**config.mk**
```make
export PLATFORM = sky130hd
export DESIGN_NAME = instr_fetch
export DESIGN_NICKNAME = d
export VERILOG_FILES = /design/src/rtl/mips_pkg.sv /design/src/rtl/next_pc_calc.sv /design/src/rtl/instr_fetch.sv
export SDC_FILE = /design/constraint.sdc
export NUM_CORES = 1
export LEC_CHECK = 0
export ABC_AREA = 1
export BUFFER_PORTS_ARGS = -buffer_cell sky130_fd_sc_hd__buf_2
export CELL_PAD_IN_SITES_DETAIL_PLACEMENT = 2
export CELL_PAD_IN_SITES_GLOBAL_PLACEMENT = 2
export CORE_ASPECT_RATIO = 0.75
export CORE_MARGIN = 1.5
export CORE_UTILIZATION = 25
export CTS_CLUSTER_DIAMETER = 150
export DETAILED_ROUTE_END_ITERATION = 8
export PLACE_DENSITY = 0.87
export SLEW_MARGIN = 20
export SYNTH_ARGS = -nofsm -noshare
export SYNTH_HDL_FRONTEND = slang
export SYNTH_HIERARCHICAL = 1
export SYNTH_SLANG_ARGS = --single-unit
export TNS_END_PERCENT = 5
```
**constraint.sdc**
```tcl
create_clock -name clk -period 2.45 [get_ports clk]
set_clock_uncertainty 0.2 [all_clocks]
set_input_delay 0 -clock clk [delete_from_list [all_inputs] [get_ports clk]]
set_output_delay 0 -clock clk [all_outputs]
set_load 0.01 [all_outputs]
```
**src/rtl/mips_pkg.sv**
```systemverilog
// Opcode/function constants shared by the fetch unit and the control decoder,
// plus the fetch state encoding.
package mips_pkg;

    localparam logic [5:0] OP_RTYPE = 6'h00;
    localparam logic [5:0] OP_J     = 6'h02;
    localparam logic [5:0] FN_JR    = 6'h08;

    typedef enum logic {
        REQ   = 1'b0,
        ISSUE = 1'b1
    } fetch_state_t;

endpackage

```
**src/rtl/next_pc_calc.sv**
```systemverilog
// Combinational next-PC selection: sequential fall-through, j and jr.
module next_pc_calc
    import mips_pkg::*;
(
    input  logic [31:0] pc,
    input  logic [31:0] instr,
    input  logic [31:0] rs_data,
    output logic [31:0] next_pc,
    output logic        misaligned
);

    logic [31:0] pc4;
    logic        is_j;
    logic        is_jr;

    always_comb begin
        pc4        = pc + 32'd4;
        is_j       = (instr[31:26] == OP_J);
        is_jr      = (instr[31:26] == OP_RTYPE) && (instr[5:0] == FN_JR);
        next_pc    = pc4;
        misaligned = 1'b0;
        if (is_j) begin
            // j keeps the upper nibble of the delay-slot address
            next_pc = {pc4[31:28], instr[25:0], 2'b00};
        end else if (is_jr) begin
            next_pc    = {rs_data[31:2], 2'b00};
            misaligned = |rs_data[1:0];
        end
    end

endmodule

```
**src/rtl/instr_fetch.sv**
```systemverilog
// Instruction fetch unit: owns the PC, fetches over req/ack, decodes fields
// and resolves fall-through, j and jr locally.
module instr_fetch
    import mips_pkg::*;
#(
    parameter logic [31:0] RESET_PC = 32'h0000_0000
) (
    input  logic        clk,
    input  logic        reset,
    output logic        imem_req,
    output logic [31:0] imem_addr,
    input  logic [31:0] imem_rdata,
    input  logic        imem_ack,
    input  logic        stall,
    input  logic [31:0] rs_data,
    output logic        instr_valid,
    output logic [5:0]  opcode,
    output logic [5:0]  funct,
    output logic [4:0]  rs,
    output logic [4:0]  rt,
    output logic [4:0]  rd,
    output logic [4:0]  shamt,
    output logic [15:0] imm,
    output logic [31:0] pc,
    output logic        align_err
);

    fetch_state_t state;
    logic [31:0]  pc_reg;
    logic [31:0]  instr_reg;
    logic         align_err_reg;
    logic [31:0]  next_pc;
    logic         misaligned;

    next_pc_calc u_next_pc_calc (
        .pc         (pc_reg),
        .instr      (instr_reg),
        .rs_data    (rs_data),
        .next_pc    (next_pc),
        .misaligned (misaligned)
    );

    always_ff @(posedge clk or posedge reset) begin
        if (reset) begin
            state         <= REQ;
            pc_reg        <= RESET_PC;
            instr_reg     <= 32'd0;
            align_err_reg <= 1'b0;
        end else begin
            align_err_reg <= 1'b0;
            if (state == REQ) begin
                if (imem_ack) begin
                    instr_reg <= imem_rdata;
                    state     <= ISSUE;
                end
            end else begin
                // acks arriving here are ignored; the IR only loads in REQ
                if (!stall) begin
                    pc_reg        <= next_pc;
                    align_err_reg <= misaligned;
                    state         <= REQ;
                end
            end
        end
    end

    // Request is gated by reset so it drops the instant reset asserts.
    assign imem_req    = (state == REQ) && !reset;
    assign imem_addr   = pc_reg;
    assign instr_valid = (state == ISSUE);
    assign pc          = pc_reg;
    assign align_err   = align_err_reg;

    assign opcode = instr_reg[31:26];
    assign rs     = instr_reg[25:21];
    assign rt     = instr_reg[20:16];
    assign rd     = instr_reg[15:11];
    assign shamt  = instr_reg[10:6];
    assign funct  = instr_reg[5:0];
    assign imm    = instr_reg[15:0];

endmodule

```
==> results.py <==
metrics = {
    "outcome": {
        "run_status": "finished clean",
    },
    "die": {
        "die-area_um2": 19600,
        "fp.dieH_um": 122,
        "core-area_um2": 18400,
        "io_pins": 183,
        "initial_core_util_pct": 25.4,
        "rows": 43,
        "die-width_um": 161,
    },
    "timing": {
        "fin_crit_ns": 2.24,
        "whs_ns": 0.0408,
        "fin_crit_sh_pct": 91.4,
        "setup_viol": 0,
        "grt_setup_unrepaired": "false",
        "finalHoldViolations": 0,
        "fmax_ghz": 0.447,
        "slew_violations": 0,
        "tns_ns": 0,
        "tightest_slew_ns": 0.777,
        "slew_headroom_pct": 48.0,
    },
    "cts": {
        "clock_latency_ns": 0.34,
        "clock_sinks": 66,
        "clockBufferDepth": 2,
        "cts_setup_buffers": 0,
        "htreeDepth": 3,
        "cts_buffers": 9,
        "clk_pin_slew_ns": 0.06,
        "root_buffer": "clkbuf_16",
        "cts_tree": "yes",
    },
    "detailed_routing": {
        "drcViolationCount": 0,
        "wl_per_cell_um": 18.5,
        "drt-total-wl_um": 21300,
        "vias_per_cell": 4.67,
        "drtIter0Drc": 156,
        "ant_nets": 0,
        "vias": 5389,
        "firstDrtPassIters": 4,
    },
    "logic_synthesis": {
        "synthTopCellsByArea": "dfrtp_1 35%, nand2_1 26%, nand3_1 12%",
        "syn_avg_cell_area_um2": 6.55,
        "synth_cell_types": 29,
        "synth_fp_nets": 784,
        "netlist.area_leader.share_pct": 35.3,
        "netlist_instances": 715,
        "ys_warn_count": 6,
        "synth.ff_latch_count": 66,
        "synth_area_um2": 4680,
        "yosysTopAreaCell": "dfrtp_1",
        "ys_seq_area_share_pct": 35.3,
    },
    "finish": {
        "final_cell_mix": "322 x nand2_1, 182 x buf_2, 109 x nand3_1",
        "layout_commonest_cell": "nand2_1",
        "multi_input_area_um2": 2280,
        "drive_above_1_share_pct": 25.7,
        "n_fill_cell": 2246,
        "register_area_um2": 1650,
        "nets": 972,
        "area_growth_pct": 36.5,
        "num_antenna_cells": 0,
    },
    "setup_path": {
        "endpoint_kind": "register",
        "critPathMaxStageDelay_ns": 0.43,
        "crit_slowest_cell": "dfrtp_1",
        "cp.required_ns": 2.47,
        "critPathMaxFanout": 13,
        "start_kind": "register",
        "crit_arrival_ns": 2.26,
        "worstPathCellList": "nor2_4, inv_2, nor3_1, nand2_2, inv_1, nand2_1, nand3_1, nand2_1, nand3_1, nand2_1",
        "crit_type": "reg -> reg",
        "cp_num_buf_inv": 2,
        "crit_top_cell": "nand2_1",
        "crit_family": "simple AND/OR/NAND/NOR gates",
    },
    "grt": {
        "grt_pass1_wl_um": 33800,
        "grt_pass1_vias": 5899,
        "grt_max_degree": 67,
        "antenna_found_initial": 0,
        "grt_usage_pct": 22.5,
        "grt-ovfl-total": 0,
    },
    "power": {
        "irDropWorstVdd_mv": 0.346,
        "swShare_pct": 41.2,
        "p_clk_share_pct": 28.8,
        "leakagePower_nw": 3.50,
        "combPwrFrac_pct": 36.0,
        "power_switching_mw": 2.18,
        "power-per-cell-area_nw_per_um2": 826,
        "p_seq_share_pct": 35.2,
        "p_int_mw": 3.10,
    },
    "hold_path": {
        "hp-class": "in -> reg",
    },
    "placed_design": {
        "dp_hpwl_um": 14400,
        "port_buffers": 182,
        "finalWeightedCongestion": 0.783,
    },
    "flow_run": {
        "drv_cap": 0,
    },
}
-- path summary, 6_finish.rpt --
check	from	to	slack, ns	cells past startpoint
max	instr_reg[29]	imem_addr[16]	0.21	10
min	stall	imem_addr[21]	0.04	5
max reg2reg	instr_reg[29]	imem_addr[16]	0.21	10
min reg2reg	instr_reg[20]	instr_reg[20]	0.33	2
max in group asynchronous	reset	instr_reg[2]	1.62	4
min in group asynchronous	reset	imem_addr[24]	0.13	4
-- worst reg2reg max path, cell delays in order, from the launching register on --
cell	delay [ns]
dfrtp_1	0.43
nor2_4	0.20
inv_2	0.06
nor3_1	0.26
nand2_2	0.26
inv_1	0.27
nand2_1	0.12
nand3_1	0.12
nand2_1	0.07
nand3_1	0.09
nand2_1	0.06
-- power by group through the flow --
stage | Sequential, mW | Combinational, mW | Clock, mW
after floorplan | 1.82 | 1.20 | 0
after global placement | 1.85 | 1.72 | 0
after detailed placement | 1.87 | 1.79 | 0
after CTS | 1.86 | 1.88 | 1.56
after global routing | 1.92 | 2.10 | 1.61
final | 1.86 | 1.90 | 1.52
-- final cells by class --
| class | count | area share [%] |
|---|---|---|
| repair buffers | 250 | 24.9 |
| clock buffers | 10 | 3.58 |
| multi-input cells | 521 | 35.7 |
| clock inverters | 6 | 1.80 |
| well taps | 247 | 4.84 |
| flip-flops and latches | 66 | 25.8 |
| inverters | 55 | 3.31 |
-- logic make-up (layout without fill, tap and decap cells) --
family,Yosys count,in the layout,share of synthesized area (%)
flip-flops,66,66,35.3
adder cells (fa/ha/maj),1,1,0.267
buffers and inverters,128,321,16.0
AO/OA/AOI/OAI,9,9,1.12
AND/OR/NAND/NOR,506,506,46.4
XOR/XNOR,5,5,0.936
-- per-stage QoR --
step	utilization, %	setup slack [ns]	total power, mW	cell area, um^2	instances
floorplan	-	0.595	3.02	4680	715
global placement	29.4	0.322	3.57	5410	1076
detailed placement	29.4	0.255	3.67	5410	1076
CTS	34.7	0.146	5.30	6390	1155
global route	34.7	0.0978	5.62	6390	1155
finish	34.7	0.210	5.28	6390	1155
-- timing repair --
| action | in CTS | in global routing |
|---|---|---|
| gates resized for setup | 0 | 1 |
| hold buffers | 63 | 0 |
| setup endpoints to repair | 0 | 1 |
| endpoints found under the hold margin | 127 | 0 |
-- cells in the mapped netlist, drive strengths merged --
| library cell | n |
|---|---|
| and2 | 1 |
| buf | 73 |
| dfrtp | 66 |
| ha | 1 |
| inv | 55 |
| nand2 | 328 |
| nand3 | 110 |
| nand3b | 3 |
| nand4 | 5 |
| nor2 | 52 |
| nor3 | 2 |
| o21ai | 8 |
| o22ai | 1 |
| or2 | 5 |
| xnor2 | 2 |
| xor2 | 3 |
-- per-layer routing --
metal	track usage, %	vias up	routed length [um]	share of wire [%]
met4	5.50	0	323	1.5
met5	0	-	0	0
li1	-	2554	-	-
met2	38.2	161	10100	47
met3	3.79	20	991	4.6
met1	29.8	2654	9900	46
No activity file was read; power rests on OpenSTA's default activity.
